===== config.mk =====
export PLATFORM = sky130hd
export DESIGN_NAME = id_ex_issue
export DESIGN_NICKNAME = d
export VERILOG_FILES = /design/src/rtl/id_ex_issue.sv
export SDC_FILE = /design/constraint.sdc
export NUM_CORES = 1
export LEC_CHECK = 0
export ABC_AREA = 1
export ABC_CLOCK_PERIOD_IN_PS = 1690
export BUFFER_PORTS_ARGS = -buffer_cell sky130_fd_sc_hd__buf_2
export CORE_MARGIN = 2
export CORE_UTILIZATION = 35
export CTS_BUF_LIST = sky130_fd_sc_hd__clkbuf_2 sky130_fd_sc_hd__clkbuf_4 sky130_fd_sc_hd__clkbuf_8
export DETAILED_ROUTE_END_ITERATION = 7
export HOLD_SLACK_MARGIN = 0.02
export PLACE_DENSITY = 0.73
export SETUP_SLACK_MARGIN = 0.1
export SKIP_LAST_GASP = 1
export SYNTH_ARGS = -nofsm -noshare
export SYNTH_HDL_FRONTEND = slang
export SYNTH_SLANG_ARGS = --single-unit

===== constraint.sdc =====
create_clock -name clk -period 1.69 [get_ports clk]
set_input_delay 0.0845 -clock clk [delete_from_list [all_inputs] [get_ports clk]]
set_output_delay 0.0845 -clock clk [all_outputs]
set_load 0.005 [all_outputs]

===== src/rtl/id_ex_issue.sv =====
// RV32I decode/issue: decodes the fetched instruction into ALU operands and EX controls, and registers them into ID/EX.
// One cycle from accept to out_valid; stalls on load-use and then inserts a one-cycle bubble; flush empties the register.
module id_ex_issue #(
   parameter int unsigned     XLEN     = 32,
   parameter logic [XLEN-1:0] RESET_PC = '0
) (
   input  logic            clk,
   input  logic            rst,
   input  logic            in_valid,
   output logic            in_ready,
   input  logic [31:0]     in_instr,
   input  logic [XLEN-1:0] in_pc,
   output logic [4:0]      rs1_addr,
   output logic [4:0]      rs2_addr,
   input  logic [XLEN-1:0] rs1_data,
   input  logic [XLEN-1:0] rs2_data,
   input  logic            flush,
   output logic            out_valid,
   input  logic            out_ready,
   output logic [XLEN-1:0] ex_op1,
   output logic [XLEN-1:0] ex_op2,
   output logic [4:0]      ex_alu_control,
   output logic [XLEN-1:0] ex_pc,
   output logic [XLEN-1:0] ex_imm,
   output logic [4:0]      ex_rd,
   output logic            ex_reg_write,
   output logic            ex_mem_read,
   output logic            ex_mem_write,
   output logic [2:0]      ex_funct3,
   output logic            ex_is_branch,
   output logic            ex_is_jump,
   output logic            ex_illegal
);
   localparam logic [6:0] OP_R      = 7'b0110011;
   localparam logic [6:0] OP_IMM    = 7'b0010011;
   localparam logic [6:0] OP_LOAD   = 7'b0000011;
   localparam logic [6:0] OP_STORE  = 7'b0100011;
   localparam logic [6:0] OP_BRANCH = 7'b1100011;
   localparam logic [6:0] OP_LUI    = 7'b0110111;
   localparam logic [6:0] OP_AUIPC  = 7'b0010111;
   localparam logic [6:0] OP_JAL    = 7'b1101111;
   localparam logic [6:0] OP_JALR   = 7'b1100111;

   typedef struct packed {
      logic [XLEN-1:0] op1;
      logic [XLEN-1:0] op2;
      logic [XLEN-1:0] pc;
      logic [XLEN-1:0] imm;
      logic [4:0]      alu_control;
      logic [4:0]      rd;
      logic            reg_write;
      logic            mem_read;
      logic            mem_write;
      logic [2:0]      funct3;
      logic            is_branch;
      logic            is_jump;
      logic            illegal;
   } ex_t;

   logic [6:0]      opcode;
   logic [6:0]      funct7;
   logic [2:0]      funct3;
   logic [4:0]      rd;
   logic [XLEN-1:0] imm_i, imm_s, imm_b, imm_j, imm_u, upper20, shamt;

   ex_t  dec;
   logic legal, uses_rs1, uses_rs2;
   logic load_use, transfer;

   ex_t  ex_d, ex_q;
   logic out_valid_d, out_valid_q;
   logic bubble_d, bubble_q;

   assign opcode   = in_instr[6:0];
   assign rd       = in_instr[11:7];
   assign funct3   = in_instr[14:12];
   assign funct7   = in_instr[31:25];
   assign rs1_addr = in_instr[19:15];
   assign rs2_addr = in_instr[24:20];

   assign imm_i   = {{(XLEN-12){in_instr[31]}}, in_instr[31:20]};
   assign imm_s   = {{(XLEN-12){in_instr[31]}}, in_instr[31:25], in_instr[11:7]};
   assign imm_b   = {{(XLEN-12){in_instr[31]}}, in_instr[7], in_instr[30:25], in_instr[11:8], 1'b0};
   assign imm_j   = {{(XLEN-20){in_instr[31]}}, in_instr[19:12], in_instr[20], in_instr[30:21], 1'b0};
   assign imm_u   = {{(XLEN-31){in_instr[31]}}, in_instr[30:12], 12'b0};
   // The ALU applies the <<12 for LUI/AUIPC itself, so op2 carries the raw 20-bit field.
   assign upper20 = {{(XLEN-20){1'b0}}, in_instr[31:12]};
   assign shamt   = {{(XLEN-5){1'b0}}, in_instr[24:20]};

   function automatic logic [4:0] alu_of_funct3(input logic [2:0] f3);
      case (f3)
         3'b000:  alu_of_funct3 = 5'b00000;
         3'b001:  alu_of_funct3 = 5'b00101;
         3'b010:  alu_of_funct3 = 5'b01000;
         3'b011:  alu_of_funct3 = 5'b01001;
         3'b100:  alu_of_funct3 = 5'b00010;
         3'b101:  alu_of_funct3 = 5'b00110;
         3'b110:  alu_of_funct3 = 5'b00011;
         default: alu_of_funct3 = 5'b00100;
      endcase
   endfunction

   always_comb begin
      dec        = '0;
      legal      = 1'b1;
      uses_rs1   = 1'b0;
      uses_rs2   = 1'b0;
      dec.pc     = in_pc;
      dec.funct3 = funct3;
      case (opcode)
         OP_R: begin
            uses_rs1      = 1'b1;
            uses_rs2      = 1'b1;
            dec.op1       = rs1_data;
            dec.op2       = rs2_data;
            dec.rd        = rd;
            dec.reg_write = 1'b1;
            if (funct7 == 7'b0000000)
               dec.alu_control = alu_of_funct3(funct3);
            else if (funct7 == 7'b0100000 && funct3 == 3'b000)
               dec.alu_control = 5'b00001;
            else if (funct7 == 7'b0100000 && funct3 == 3'b101)
               dec.alu_control = 5'b00111;
            else
               legal = 1'b0;
         end
         OP_IMM: begin
            uses_rs1        = 1'b1;
            dec.op1         = rs1_data;
            dec.op2         = imm_i;
            dec.imm         = imm_i;
            dec.rd          = rd;
            dec.reg_write   = 1'b1;
            dec.alu_control = alu_of_funct3(funct3);
            if (funct3 == 3'b001 || funct3 == 3'b101) begin
               dec.op2 = shamt;
               if (funct7 == 7'b0100000 && funct3 == 3'b101)
                  dec.alu_control = 5'b00111;
               else if (funct7 != 7'b0000000)
                  legal = 1'b0;
            end
         end
         OP_LOAD: begin
            uses_rs1      = 1'b1;
            dec.op1       = rs1_data;
            dec.op2       = imm_i;
            dec.imm       = imm_i;
            dec.rd        = rd;
            dec.reg_write = 1'b1;
            dec.mem_read  = 1'b1;
            legal         = (funct3 != 3'b011) && (funct3 != 3'b110) && (funct3 != 3'b111);
         end
         OP_STORE: begin
            uses_rs1      = 1'b1;
            uses_rs2      = 1'b1;
            dec.op1       = rs1_data;
            dec.op2       = imm_s;
            dec.imm       = imm_s;
            dec.mem_write = 1'b1;
            legal         = !funct3[2] && (funct3 != 3'b011);
         end
         OP_BRANCH: begin
            uses_rs1      = 1'b1;
            uses_rs2      = 1'b1;
            dec.op1       = rs1_data;
            dec.op2       = rs2_data;
            dec.imm       = imm_b;
            dec.is_branch = 1'b1;
            case (funct3)
               3'b000:  dec.alu_control = 5'b01010;
               3'b001:  dec.alu_control = 5'b01011;
               3'b100:  dec.alu_control = 5'b01100;
               3'b101:  dec.alu_control = 5'b01101;
               3'b110:  dec.alu_control = 5'b01110;
               3'b111:  dec.alu_control = 5'b01111;
               default: legal = 1'b0;
            endcase
         end
         OP_LUI, OP_AUIPC: begin
            dec.op2         = upper20;
            dec.imm         = imm_u;
            dec.rd          = rd;
            dec.reg_write   = 1'b1;
            dec.alu_control = (opcode == OP_LUI) ? 5'b10000 : 5'b10001;
         end
         OP_JAL: begin
            dec.op2         = imm_j;
            dec.imm         = imm_j;
            dec.rd          = rd;
            dec.reg_write   = 1'b1;
            dec.is_jump     = 1'b1;
            dec.alu_control = 5'b10010;
         end
         OP_JALR: begin
            uses_rs1        = 1'b1;
            dec.op1         = rs1_data;
            dec.op2         = imm_i;
            dec.imm         = imm_i;
            dec.rd          = rd;
            dec.reg_write   = 1'b1;
            dec.is_jump     = 1'b1;
            dec.alu_control = 5'b10011;
            legal           = (funct3 == 3'b000);
         end
         default: legal = 1'b0;
      endcase
      // Illegal instructions still flow down the pipe, but with every side effect stripped.
      if (!legal) begin
         dec         = '0;
         dec.pc      = in_pc;
         dec.illegal = 1'b1;
      end
      if (dec.rd == 5'd0)
         dec.reg_write = 1'b0;
   end

   assign load_use = in_valid && out_valid_q && ex_q.mem_read && (ex_q.rd != 5'd0) &&
                     ((uses_rs1 && rs1_addr == ex_q.rd) || (uses_rs2 && rs2_addr == ex_q.rd));
   assign in_ready = (!out_valid_q || out_ready) && !bubble_q && !flush && !load_use;
   assign transfer = in_valid && in_ready;

   always_comb begin
      ex_d        = ex_q;
      out_valid_d = out_valid_q;
      bubble_d    = 1'b0;
      if (flush) begin
         out_valid_d = 1'b0;
      end else if (transfer) begin
         ex_d        = dec;
         out_valid_d = 1'b1;
      end else if (out_ready) begin
         out_valid_d = 1'b0;
         bubble_d    = load_use;
      end
   end

   always_ff @(posedge clk) begin
      if (rst) begin
         out_valid_q <= 1'b0;
         bubble_q    <= 1'b0;
         ex_q        <= '0;
         ex_q.pc     <= RESET_PC;
      end else begin
         out_valid_q <= out_valid_d;
         bubble_q    <= bubble_d;
         ex_q        <= ex_d;
      end
   end

   assign out_valid      = out_valid_q;
   assign ex_op1         = ex_q.op1;
   assign ex_op2         = ex_q.op2;
   assign ex_alu_control = ex_q.alu_control;
   assign ex_pc          = ex_q.pc;
   assign ex_imm         = ex_q.imm;
   assign ex_rd          = ex_q.rd;
   assign ex_reg_write   = ex_q.reg_write;
   assign ex_mem_read    = ex_q.mem_read;
   assign ex_mem_write   = ex_q.mem_write;
   assign ex_funct3      = ex_q.funct3;
   assign ex_is_branch   = ex_q.is_branch;
   assign ex_is_jump     = ex_q.is_jump;
   assign ex_illegal     = ex_q.illegal;
endmodule


==> Yosys cells after proc, flatten, opt, wreduce, memory -nomap -nowiden <==
Cells that the tools add are included.
{ "totals": {"inputBits": 133, "wordCells": 113, "reg_bits": 149, "out_inout_bits": 159} }
{ "op_classes": {"n_mux": 32, "n_reduce_logical": 42, "n_eq_ne": 22, "bitwise_logic": 2} }
{ "op_table": {"columns": ["operator", "n"], "rows": [
  ["$pmux W32 S6", 1],
  ["$pmux W32 S5", 1],
  ["$mux W147", 1],
  ["$mux W32", 2],
  ["$pmux W5 S6", 1],
  ["$eq A7 B6 Y1 const B", 4],
  ["$pmux W4 S7", 1],
  ["$pmux W4 S6", 1],
  ["$eq A7 B7 Y1 const B", 3],
  ["$mux W1", 17],
  ["$logic_and A1 B1 Y1", 15],
  ["$mux W5", 3],
  ["$eq A7 B5 Y1 const B", 2],
  ["$eq A3 B3 Y1 const B", 4],
  ["$reduce_or A6 Y1", 2],
  ["$eq A5 B5 Y1", 2],
  ["$reduce_or A2 Y1", 5],
  ["$reduce_or A3 Y1", 3],
  ["$eq A7 B2 Y1 const B", 1],
  ["$logic_not A7 Y1", 1],
  ["$pmux W1 S7", 1],
  ["$reduce_bool A7 Y1", 1],
  ["$reduce_or A7 Y1", 1],
  ["$eq A3 B2 Y1 const B", 2],
  ["14 further kinds", 23]
]} }

==> Logic depth before layout (Yosys ltp) <==
Gate-level depths: netlist of run 1.
{ "depth": {"word_depth": 10, "depth_mapped": 14, "depth_no_buf": 13} }

==> Worst setup path before layout of run 1 <==
OpenSTA, ideal clock, no wires.
{ "synth_path": {"path_kind": "register to register", "startpoint": "reg ex_q, in the netlist ex_rd[4]", "endpoint": "reg ex_q, in the netlist ex_pc[10]", "period_less_slack_ps": 1566, "setup_slack_ps": 124, "arrival_time_ps": 1434, "stages_incl_launch_ff": 14, "cell_sequence": "dfxtp_1 > inv_1 > nand2_1 > nand2_1 > a21oi_1 > nand3_1 > nand2_1 > nand3_2 > nand3_4 > inv_2 > buf_6 > buf_4 > nand2_1 > a21oi_1"} }
{ "synth_between": {"elab_chain_len": 8, "word_cells_on_any_way": 12, "cone_classes": "eq/ne: 2; reduce/logical: 10"} }
{ "synth_rtl": {"columns": ["element", "line", "text"], "rows": [
  ["start: declaration", "70", "ex_t ex_d, ex_q;"],
  ["$eq A5 B5 Y1", "218", "((uses_rs1 && rs1_addr == ex_q.rd) || (uses_rs2 && rs2_addr == ex_q.rd));"],
  ["$logic_and A1 B1 Y1", "218", null],
  ["$logic_or A1 B1 Y1", "218", null],
  ["$logic_and A1 B1 Y1 (*)", "217", "assign load_use = in_valid && out_valid_q && ex_q.mem_read && (ex_q.rd != 5'd0) &&"],
  ["$logic_not A1 Y1 (*)", "219", "assign in_ready = (!out_valid_q || out_ready) && !bubble_q && !flush && !load_use;"],
  ["$logic_and A1 B1 Y1 (*)", "219", null],
  ["$logic_and A1 B1 Y1 (*)", "220", "assign transfer = in_valid && in_ready;"],
  ["$reduce_and A2 Y1 (no source line) (*)", null, null]
]} }
Mark *: on every way between the ends. The rest lies on a longest branch, timed or not.
A chain may end at the register's enable or synchronous reset.

==> Final worst setup path of run 1 <==
{ "layout_path": {"startpoint": "in out_ready", "endpoint": "reg ex_q, in the netlist ex_reg_write"} }
{ "layout_between": {"elab_chain_len": 6} }
{ "layout_rtl": {"columns": ["element", "line", "text"], "rows": [
  ["start: declaration", "19", "input logic out_ready,"],
  ["$logic_or A1 B1 Y1", "219", null],
  ["$logic_and A1 B1 Y1 (3 in a row)", "219", null],
  ["$logic_and A1 B1 Y1", "220", null],
  ["$reduce_and A2 Y1 (no source line)", null, null]
]} }
Every way passes these cells.

==> metrics.cfg, run 1 <==
[sta]
relSlewSlack=0.512
rsz0062_at_grt=yes
setup_slack_ns=-0.229
hold_slack_ns=0.0496
worstMarginPinSlew_ns=0.726
fmax_mhz=521
setup_viol=149
hold_viol_final=0
fin_crit_sh=1.14
min_period_ns=1.92
maxSlewViolCount=0
final.setup_skew_ns=0.0191

[min_path]
hold_path_class=input port to register

[detailed_routing]
post_drt_wl_per_cell_um=20.2
num_vias=9696
drc=2
dr.pass1.iters=8
drt_iter0_drc=937
ant_nets=0
vias_per_cell=5.40
wirelength_mm=36.3

[yosys]
synth_flop_cell=dfxtp_1
yosysTopAreaCellShare=0.415
synthesis.nets=1178
synth-async-reset-ratio=0
synth-edff-count=0
synthesis.area_mm2=0.00718
ys_ff_latch=149
synthTopCellsByArea=dfxtp_1, nand2_1, a21oi_1
syn_inst=1041
synth.distinct_cells=36
yosysSeqAreaShare=0.415
synth_area_per_cell_um2=6.90
yosys_warnings=0
yosysTopAreaCell=dfxtp_1

[pwr]
internal-power_mw=5.70
ir_drop_mv=0.475
p_sw_mw=2.62
p_seq_frac=0.440
p_clk_frac=0.335
leakage_nw=6.16
power.density_mw_per_mm2=629
p_sw_frac=0.315
p_comb_frac=0.224

[clock_tree]
worstSkewPairLatency_ns=0.47
clk_pin_slew_worst_paths_ns=0.09
cts_tree=done
clock_sinks=149
cts_htree_levels=4
clockBufferDepth=2
cts_made_buffers=17
root_buffer=clkbuf_8

[setup_path]
critPathArrivalTime_ns=2.31
path_class=input port to register
start_kind=input port
cp-end-kind=register
cp_data_required_time_ns=2.08
cp_max_fo=6

[floorplan]
die_h_um=147
dieArea_mm2=0.0217
ioPinCount=292
die_w_um=147
start_util=0.356
num_rows=52
coreArea_mm2=0.0202

[place]
dp_slack_ns=-0.186
dpl.cell_count=1621
gp_congestion=0.938
dpl.hpwl_mm=20.7
portBuffers=291

[grt]
grt.total_usage=0.321
grt_overflow=0
grt_first_pass_wirelength_mm=53.9
grt_pass1_vias=9677
grt_max_degree=80
grt_antenna_before_repair=2

[cells_and_area]
final_cell_count_no_fill=1797
drive_gt1_frac=0.488
area_growth_pct=84.1
nNetsFinal=1648
fin_util=0.656

[run_status]
violations=DRC, setup timing
status=finished with violations

[run]
cap_violations=0

==> stage by stage <==
stage | instance area (um2) | total power [mW] | setup TNS, ns
5_1_grt | 13200 | 8.60 | -44.51
4_1_cts | 12700 | 8.12 | -14.81
3_3_place_gp | 9400 | 4.72 | -14.42
6_report | 13200 | 8.32 | -23.04
3_5_place_dp | 9400 | 4.72 | -18.38
2_1_floorplan | 7180 | 4.19 | 0
==> final cells by class <==
type,count,area (um2)
Fill cell,1577,6950
Clock buffer,20,269
Tap cell,270,338
Inverter,77,308
Multi-Input combinational cell,736,4680
Timing Repair inverter,2,31.3
Timing Repair Buffer,528,4480
Clock inverter,12,114
Antenna cell,3,7.51
Sequential cell,149,3000
==> power groups by stage <==
stage                     clock [mW]  combinational (mW)  sequential (mW)
after floorplan                    0               0.452             3.73
after global placement             0               0.991             3.72
after detailed placement           0               0.992             3.73
after CTS                       2.79                1.68             3.65
after global routing            2.96                1.96             3.68
final                           2.79                1.87             3.66
==> cell usage in the layout (no fill, tap or decap), types with 32 or more instances in the layout <==
master | netlist | layout
inv_1 | 67 | 63
a21oi_2 | 0 | 67
buf_4 | 20 | 87
nand3_2 | 3 | 47
nor2_1 | 80 | 75
buf_2 | 22 | 289
dlygate4sd3_1 | 0 | 78
nand2_4 | 1 | 43
dfxtp_1 | 149 | 144
nand2_1 | 265 | 187
o21ai_0 | 64 | 32
a21oi_1 | 148 | 75
nand3_1 | 103 | 52
nand2_2 | 6 | 42
==> logic make-up (layout without fill, tap and decap cells) <==
family          count (synthesis)  count (layout)  synth area share
simple gates                  479             479             0.286
compound gates                248             248             0.182
buf+inv                       156             639             0.104
flops                         149             149             0.415
xor+xnor                        5               5           0.00610
fa+ha+maj                       4               4           0.00697
other cells                     0               3                 0
==> worst max-delay path, cell delays in order <==
cell	delay (ns)
buf_2	0.10
inv_1	0.05
dlygate4sd3_1	0.59
nand2_1	0.10
nor3b_1	0.23
buf_4	0.20
nand3_4	0.12
buf_12	0.18
buf_12	0.15
buf_6	0.11
nor2_4	0.17
nand2_1	0.08
a21oi_1	0.15
==> registers in the layout (all words and copies together), names as in the netlist <==
| register | cells |
|---|---|
| ex_imm | 32 |
| ex_op1 | 32 |
| ex_op2 | 32 |
| ex_pc | 32 |
| ex_alu_control | 5 |
| ex_rd | 5 |
| ex_funct3 | 3 |
| bubble_q | 1 |
| ex_illegal | 1 |
| ex_is_branch | 1 |
| ex_is_jump | 1 |
| ex_mem_read | 1 |
| ex_mem_write | 1 |
| ex_reg_write | 1 |
| out_valid | 1 |
==> worst paths after layout <==
kind | from | cells past startpoint | endpoint | slack, ns
worst max-delay path | out_ready | 13 | ex_reg_write$_SDFFE_PP0P_ | -0.23
worst min-delay path | rs2_data[12] | 5 | ex_op2[12]$_SDFFE_PP0P_ | 0.05
worst max register to register | ex_rd[1]$_SDFFE_PP0P_ | 15 | ex_reg_write$_SDFFE_PP0P_ | -0.22
worst min register to register | ex_imm[8]$_SDFFE_PP0P_ | 2 | ex_imm[8]$_SDFFE_PP0P_ | 0.46
==> repair_timing <==
action | CTS | global route
endpoints found under the hold margin | 78 | 0
gates cloned | 30 | 4
setup endpoints to repair | 149 | 150
setup buffers | 27 | 3
gates resized for setup | 299 | 103
pin swaps | 67 | 41
hold buffers | 78 | 0
==> cell usage after synthesis (2+ instances only) <==
cell type / instances
nand2_1: 265
dfxtp_1: 149
a21oi_1: 148
nand3_1: 103
nor2_1: 80
inv_1: 67
o21ai_0: 64
clkbuf_1: 28
buf_2: 22
buf_4: 20
a31oi_1: 16
nand4_1: 12
a22oi_1: 9
buf_6: 7
inv_2: 7
nand2_2: 6
ha_1: 4
o211ai_1: 4
xor2_1: 4
nand3_2: 3
o2111ai_1: 3
buf_1: 2
clkinv_1: 2
nor2_2: 2
nor3_1: 2
o21ai_1: 2
==> routing by layer <==
metal | global-route usage | vias to the layer above | share of wire
met4 | 0.149 | 0 | 0.041
met5 | 0 | - | 0
met1 | 0.391 | 4550 | 0.39
met3 | 0.0913 | 110 | 0.10
li1 | - | 4414 | -
met2 | 0.525 | 622 | 0.47
Power figures use the tool's default switching activity.
==> inputs of run 2 (changes only) <==
--- a/config.mk
+++ b/config.mk
@@ -5,7 +5,7 @@
 export SDC_FILE = /design/constraint.sdc
 export NUM_CORES = 1
 export LEC_CHECK = 0
-export ABC_AREA = 1
+export ABC_AREA = 0
 export ABC_CLOCK_PERIOD_IN_PS = 1690
 export BUFFER_PORTS_ARGS = -buffer_cell sky130_fd_sc_hd__buf_2
 export CORE_MARGIN = 2
==> run 2 against run 1 <==
Net effect:
- the flow finishes with violations (setup timing)
- sequential power down 2%
- largest cell class unchanged
- register-to-register slack got worse by 0.25 ns
- wire length is 0.75% lower
- global-route usage is 1.6 points lower
- combinational power fell by 28%
==> metrics.cfg, run 2 <==
[setup_path]
setup.worst_path.start=ex_rd[1]$_SDFFE_PP0P_
cp_max_fo=21
cp_data_required_time_ns=1.61
cp-end-kind=output pin
path_class=register to output pin
start_kind=register
reg2reg_slack_ns=-0.47
reg2reg_from=ex_rd[0]$_SDFFE_PP0P_
critPathArrivalTime_ns=2.20
r2r_cells=10
worstReg2RegEnd=ex_imm[12]$_SDFFE_PP0P_

[floorplan]
num_rows=52
dieArea_mm2=0.0219
coreArea_mm2=0.0203
die_h_um=148
die_w_um=148
ioPinCount=292
start_util=0.357

[clock_tree]
clockBufferDepth=2
cts_tree=done
clock_sinks=149
cts_made_buffers=17
root_buffer=clkbuf_8
cts_htree_levels=4
worstSkewPairLatency_ns=0.47
clk_pin_slew_worst_paths_ns=0.09

[sta]
min_period_ns=2.28
fmax_mhz=438
hold_viol_final=0
setup_slack_ns=-0.592
relSlewSlack=0.200
setup_tns_ns=-51.76
hold_slack_ns=0.0425
maxSlewViolCount=0
final.setup_skew_ns=0.0193
rsz0062_at_grt=yes
worstMarginPinSlew_ns=1.20
fin_crit_sh=1.35
setup_viol=150

[cells_and_area]
final.fill_count=1529
final_common_cell=buf_2
diodes=0
layout_common_cells=buf_2, dfxtp_1, buf_4, a21oi_1, dlygate4sd3_1
multiInputGateArea_mm2=0.00513
area_growth_pct=84.8
nNetsFinal=1479
seq_area_mm2=0.00299
drive_gt1_frac=0.520

[run]
cap_violations=0

[pwr]
internal-power_mw=5.26
p_comb_frac=0.176
power.density_mw_per_mm2=573
p_seq_frac=0.466
p_sw_frac=0.315
leakage_nw=5.36
ir_drop_mv=0.398
p_clk_frac=0.358
p_sw_mw=2.41

[detailed_routing]
wirelength_mm=36.0
drc=0
num_vias=9576
dr.pass1.iters=7
drt_iter0_drc=879
post_drt_wl_per_cell_um=22.2
vias_per_cell=5.89
ant_nets=0

[yosys]
ys_ff_latch=149
synthesis.nets=1036
yosysSeqAreaShare=0.412
synth_area_per_cell_um2=8.05
synthTopCellsByArea=dfxtp_1, a21oi_1, o21ai_0
yosysTopAreaCell=dfxtp_1
syn_inst=899
synth-async-reset-ratio=0
synth_commonest_cells=dfxtp_1, a21oi_1, o21ai_0
synth_most_common_cell=dfxtp_1
yosysTopAreaCellShare=0.412
synthesis.area_mm2=0.00724
yosys_warnings=0
synth-edff-count=0
synth.distinct_cells=57
synth_flop_cell=dfxtp_1

[place]
dp_slack_ns=-0.501
gp_congestion=0.952
portBuffers=291
dpl.hpwl_mm=20.5

[min_path]
hold_path_class=input port to register
hp-start=rs1_data[5]
min_path_cells=4
hold_end=ex_op1[5]$_SDFFE_PP0P_

[grt]
grt_max_degree=138
grt_overflow=0
grt_antenna_before_repair=1
grt_pass1_vias=9406
grt.total_usage=0.305
grt_first_pass_wirelength_mm=52.4

[run_status]
violations=setup timing
status=finished with violations

run 2: cell types whose count changed after synthesis, sizes merged, moves of 16 or more:
cell    previous run  this run
nand2            272        76
nor2              83        12
inv               75        11
nand3            107        43
and2               0        55
o32ai              0        52
clkbuf            28        79
nand4             13        52
a21oi            148       114
o21ai             66        99
buf               51        33
a31oi             16         0
run 2: layer usage:
| layer | part of all wire | GRT usage | vias up |
|---|---|---|---|
| li1 | - | - | 4244 |
| met1 | 0.37 | 0.364 | 4570 |
| met2 | 0.48 | 0.507 | 610 |
| met3 | 0.090 | 0.0756 | 150 |
| met4 | 0.055 | 0.161 | 2 |
| met5 | 0.00036 | 0 | - |
run 2: final cells by class:
cell class                      instances  share of cell area
Inverter                               11             0.00308
Tap cell                              270              0.0252
Timing Repair Buffer                  536               0.336
Clock inverter                         15              0.0104
Sequential cell                       149               0.224
Multi-Input combinational cell        627               0.384
Clock buffer                           17              0.0175
run 2: cell families (layout without fill, tap and decap cells):
group | after synthesis | after routing | synth area share
AOI/OAI and AO/OA | 332 | 332 | 0.286
xor gates and xnor gates | 12 | 12 | 0.0145
adders and majority gates | 4 | 4 | 0.00691
buffers and inverters | 123 | 579 | 0.0750
DFF | 149 | 149 | 0.412
and+or+nand+nor | 279 | 279 | 0.205
run 2: timing repair:
item / in CTS / in global routing
hold buffers: 77 / 1
pin swaps: 102 / 122
endpoints found under the hold margin: 77 / 1
setup endpoints to repair: 150 / 150
setup buffers: 26 / 9
resized for setup: 147 / 192
cloned: 23 / 9
run 2: critical path: stages, from the launching register on:
cell and delay, ns:
dfxtp_2 0.35, xnor2_2 0.18, nand4_1 0.19, a2111oi_4 0.25, o211ai_1 0.17, buf_4 0.18
buf_12 0.16, and2_4 0.14, buf_2 0.12
run 2: worst max path at each step:
stage | end | slack (ns)
after floorplan | ex_op2[14]$_SDFFE_PP0P_ | -0.12
final | in_ready | -0.59
after global routing | in_ready | -0.69
after global placement | ex_imm[31]$_SDFFE_PP0P_ | -0.43
after detailed placement | ex_op2[30]$_SDFFE_PP0P_ | -0.50
after CTS | in_ready | -0.59
run 2: metrics by stage:
stage	cell area (um2)	std cells	utilization	power, mW
4_1_cts	12600	1616	0.622	7.53
3_5_place_dp	9860	1459	0.486	4.59
2_1_floorplan	7690	899	-	4.07
3_3_place_gp	9860	1459	0.486	4.59
5_1_grt	13400	1625	0.659	7.94
6_report	13400	1625	0.659	7.67
run 2: power by group through the flow:
stage	Combinational, mW	Clock (mW)	Sequential, mW
3_3_place_gp	0.941	0	3.64
3_5_place_dp	0.944	0	3.65
4_1_cts	1.20	2.77	3.56
2_1_floorplan	0.417	0	3.65
6_report	1.35	2.75	3.58
5_1_grt	1.42	2.94	3.58
==> inputs of run 3 (changes only) <==
--- a/config.mk
+++ b/config.mk
@@ -12,7 +12,7 @@
 export CORE_UTILIZATION = 35
 export CTS_BUF_LIST = sky130_fd_sc_hd__clkbuf_2 sky130_fd_sc_hd__clkbuf_4 sky130_fd_sc_hd__clkbuf_8
 export DETAILED_ROUTE_END_ITERATION = 7
-export HOLD_SLACK_MARGIN = 0.02
+export HOLD_SLACK_MARGIN = 0.15
 export PLACE_DENSITY = 0.73
 export SETUP_SLACK_MARGIN = 0.1
 export SKIP_LAST_GASP = 1
==> run 3 against run 2 <==
Net effect:
- the flow still finishes with violations (setup timing)
- sequential share of layout area decreased by 0.47 points
- register-to-register slack is essentially flat
- critical path depth stayed put
- non-clock buffer count up 28
- clock-buffer cell count unchanged
- power rose by 0.51%
- first-iteration DRC count down 7.3%
- sequential cell count did not move
- worst setup slack got worse by 0.0082 ns
==> metrics.cfg, run 3 (synthesis results as in run 2) <==
[pwr]
power.density_mw_per_mm2=564
p_clk_frac=0.352
ir_drop_mv=0.402
p_sw_frac=0.313
internal-power_mw=5.30
p_comb_frac=0.184
p_seq_frac=0.464
finalPower_mw=7.71
p_sw_mw=2.41
leakage_nw=5.49

[grt]
grt.total_usage=0.313
grt_first_pass_wirelength_mm=53.8
grt_pass1_vias=9611
grt_max_degree=138
grt_overflow=0
grt_antenna_before_repair=0

[cells_and_area]
fin_util=0.673
area_growth_pct=88.8
layout_common_cells=buf_2, dfxtp_1, dlygate4sd3_1, buf_4, a21oi_1
drive_gt1_frac=0.507
nNetsFinal=1507
final.fill_count=1489
diodes=0
final_common_cell=buf_2

[setup_path]
path_class=register to output pin
cp-end-kind=output pin
cp_max_fo=21
critPathArrivalTime_ns=2.21
start_kind=register
cp_data_required_time_ns=1.61

[floorplan]
die_w_um=148
die_h_um=148
dieArea_mm2=0.0219
start_util=0.357
num_rows=52
ioPinCount=292
coreArea_mm2=0.0203

[detailed_routing]
ant_nets=0
drt_iter0_drc=815
drc=0
num_vias=9710
vias_per_cell=5.87
post_drt_wl_per_cell_um=22.7
dr.pass1.iters=5
wirelength_mm=37.5

[min_path]
hold_path_class=input port to register

[sta]
rsz0062_at_grt=yes
setup_viol=150
final.setup_skew_ns=0.0160
setup_slack_ns=-0.600
setup_tns_ns=-53.07
min_period_ns=2.29
hold_slack_ns=0.193
maxSlewViolCount=0
worstMarginPinSlew_ns=0.922
relSlewSlack=0.385
hold_viol_final=0
fin_crit_sh=1.36
fmax_mhz=437

[run_status]
violations=setup timing
status=finished with violations

[clock_tree]
clockBufferDepth=2
cts_tree=done
clock_sinks=149
root_buffer=clkbuf_8
cts_made_buffers=17
cts_htree_levels=4
worstSkewPairLatency_ns=0.47
clk_pin_slew_worst_paths_ns=0.10

[place]
dp_slack_ns=-0.501
dpl.hpwl_mm=20.5
gp_congestion=0.952
portBuffers=291

[run]
cap_violations=0

## run 3: changes by cell type in the layout (fill, tap and decap cells not counted), sizes merged
cell / delta
buf: +4
dlygate4sd3: +24
## run 3: final timing paths
check | from | to | slack, ns | cells after the start
setup / recovery | ex_rd[1]$_SDFFE_PP0P_ | in_ready | -0.60 | 8
hold / removal | rs2_data[15] | ex_op2[15]$_SDFFE_PP0P_ | 0.19 | 4
setup reg to reg | ex_rd[0]$_SDFFE_PP0P_ | ex_imm[12]$_SDFFE_PP0P_ | -0.46 | 10
hold reg to reg | ex_imm[9]$_SDFFE_PP0P_ | ex_imm[9]$_SDFFE_PP0P_ | 0.46 | 2
## run 3: cell type report
class                   instances  area (um2)  area share
multi-input cells             627        5120       0.375
repair buffers                564        4800       0.351
flip-flops and latches        149        2990       0.219
well taps                     270         338      0.0247
clock buffers                  17         234      0.0171
clock inverters                15         139      0.0102
inverters                      11        41.3     0.00302
## run 3: power by group through the flow
stage	combinational [mW]	sequential [mW]	clock (mW)
4_1_cts	1.25	3.56	2.77
2_1_floorplan	0.417	3.65	0
3_3_place_gp	0.941	3.64	0
3_5_place_dp	0.944	3.65	0
5_1_grt	1.48	3.58	2.93
6_report	1.42	3.58	2.72
## run 3: what timing repair did
action,in CTS,in global routing
setup buffers,26,13
hold endpoints to repair,108,0
resized for setup,147,186
endpoints found under the setup margin,150,150
cloned,23,9
pin swaps,102,116
hold buffers,102,0
## run 3: per-stage QoR
| stage | cells | cell area [um2] |
|---|---|---|
| floorplan | 899 | 7690 |
| global placement | 1459 | 9860 |
| detailed placement | 1459 | 9860 |
| CTS | 1641 | 12900 |
| global route | 1653 | 13700 |
| finish | 1653 | 13700 |
## run 3: routing by layer
| layer | track usage | part of all wire | vias up |
|---|---|---|---|
| met3 | 0.0713 | 0.089 | 148 |
| met1 | 0.371 | 0.37 | 4605 |
| met4 | 0.163 | 0.051 | 0 |
| met2 | 0.530 | 0.49 | 654 |
| met5 | 0 | 0 | - |
| li1 | - | - | 4303 |
## run 3: worst max-delay path, stage by stage (launching register included)
cell and delay (ns):
dfxtp_2 0.36, xnor2_2 0.17, nand4_1 0.19, a2111oi_4 0.25, o211ai_1 0.17, buf_4 0.19, buf_12 0.16, and2_4 0.14
buf_2 0.12
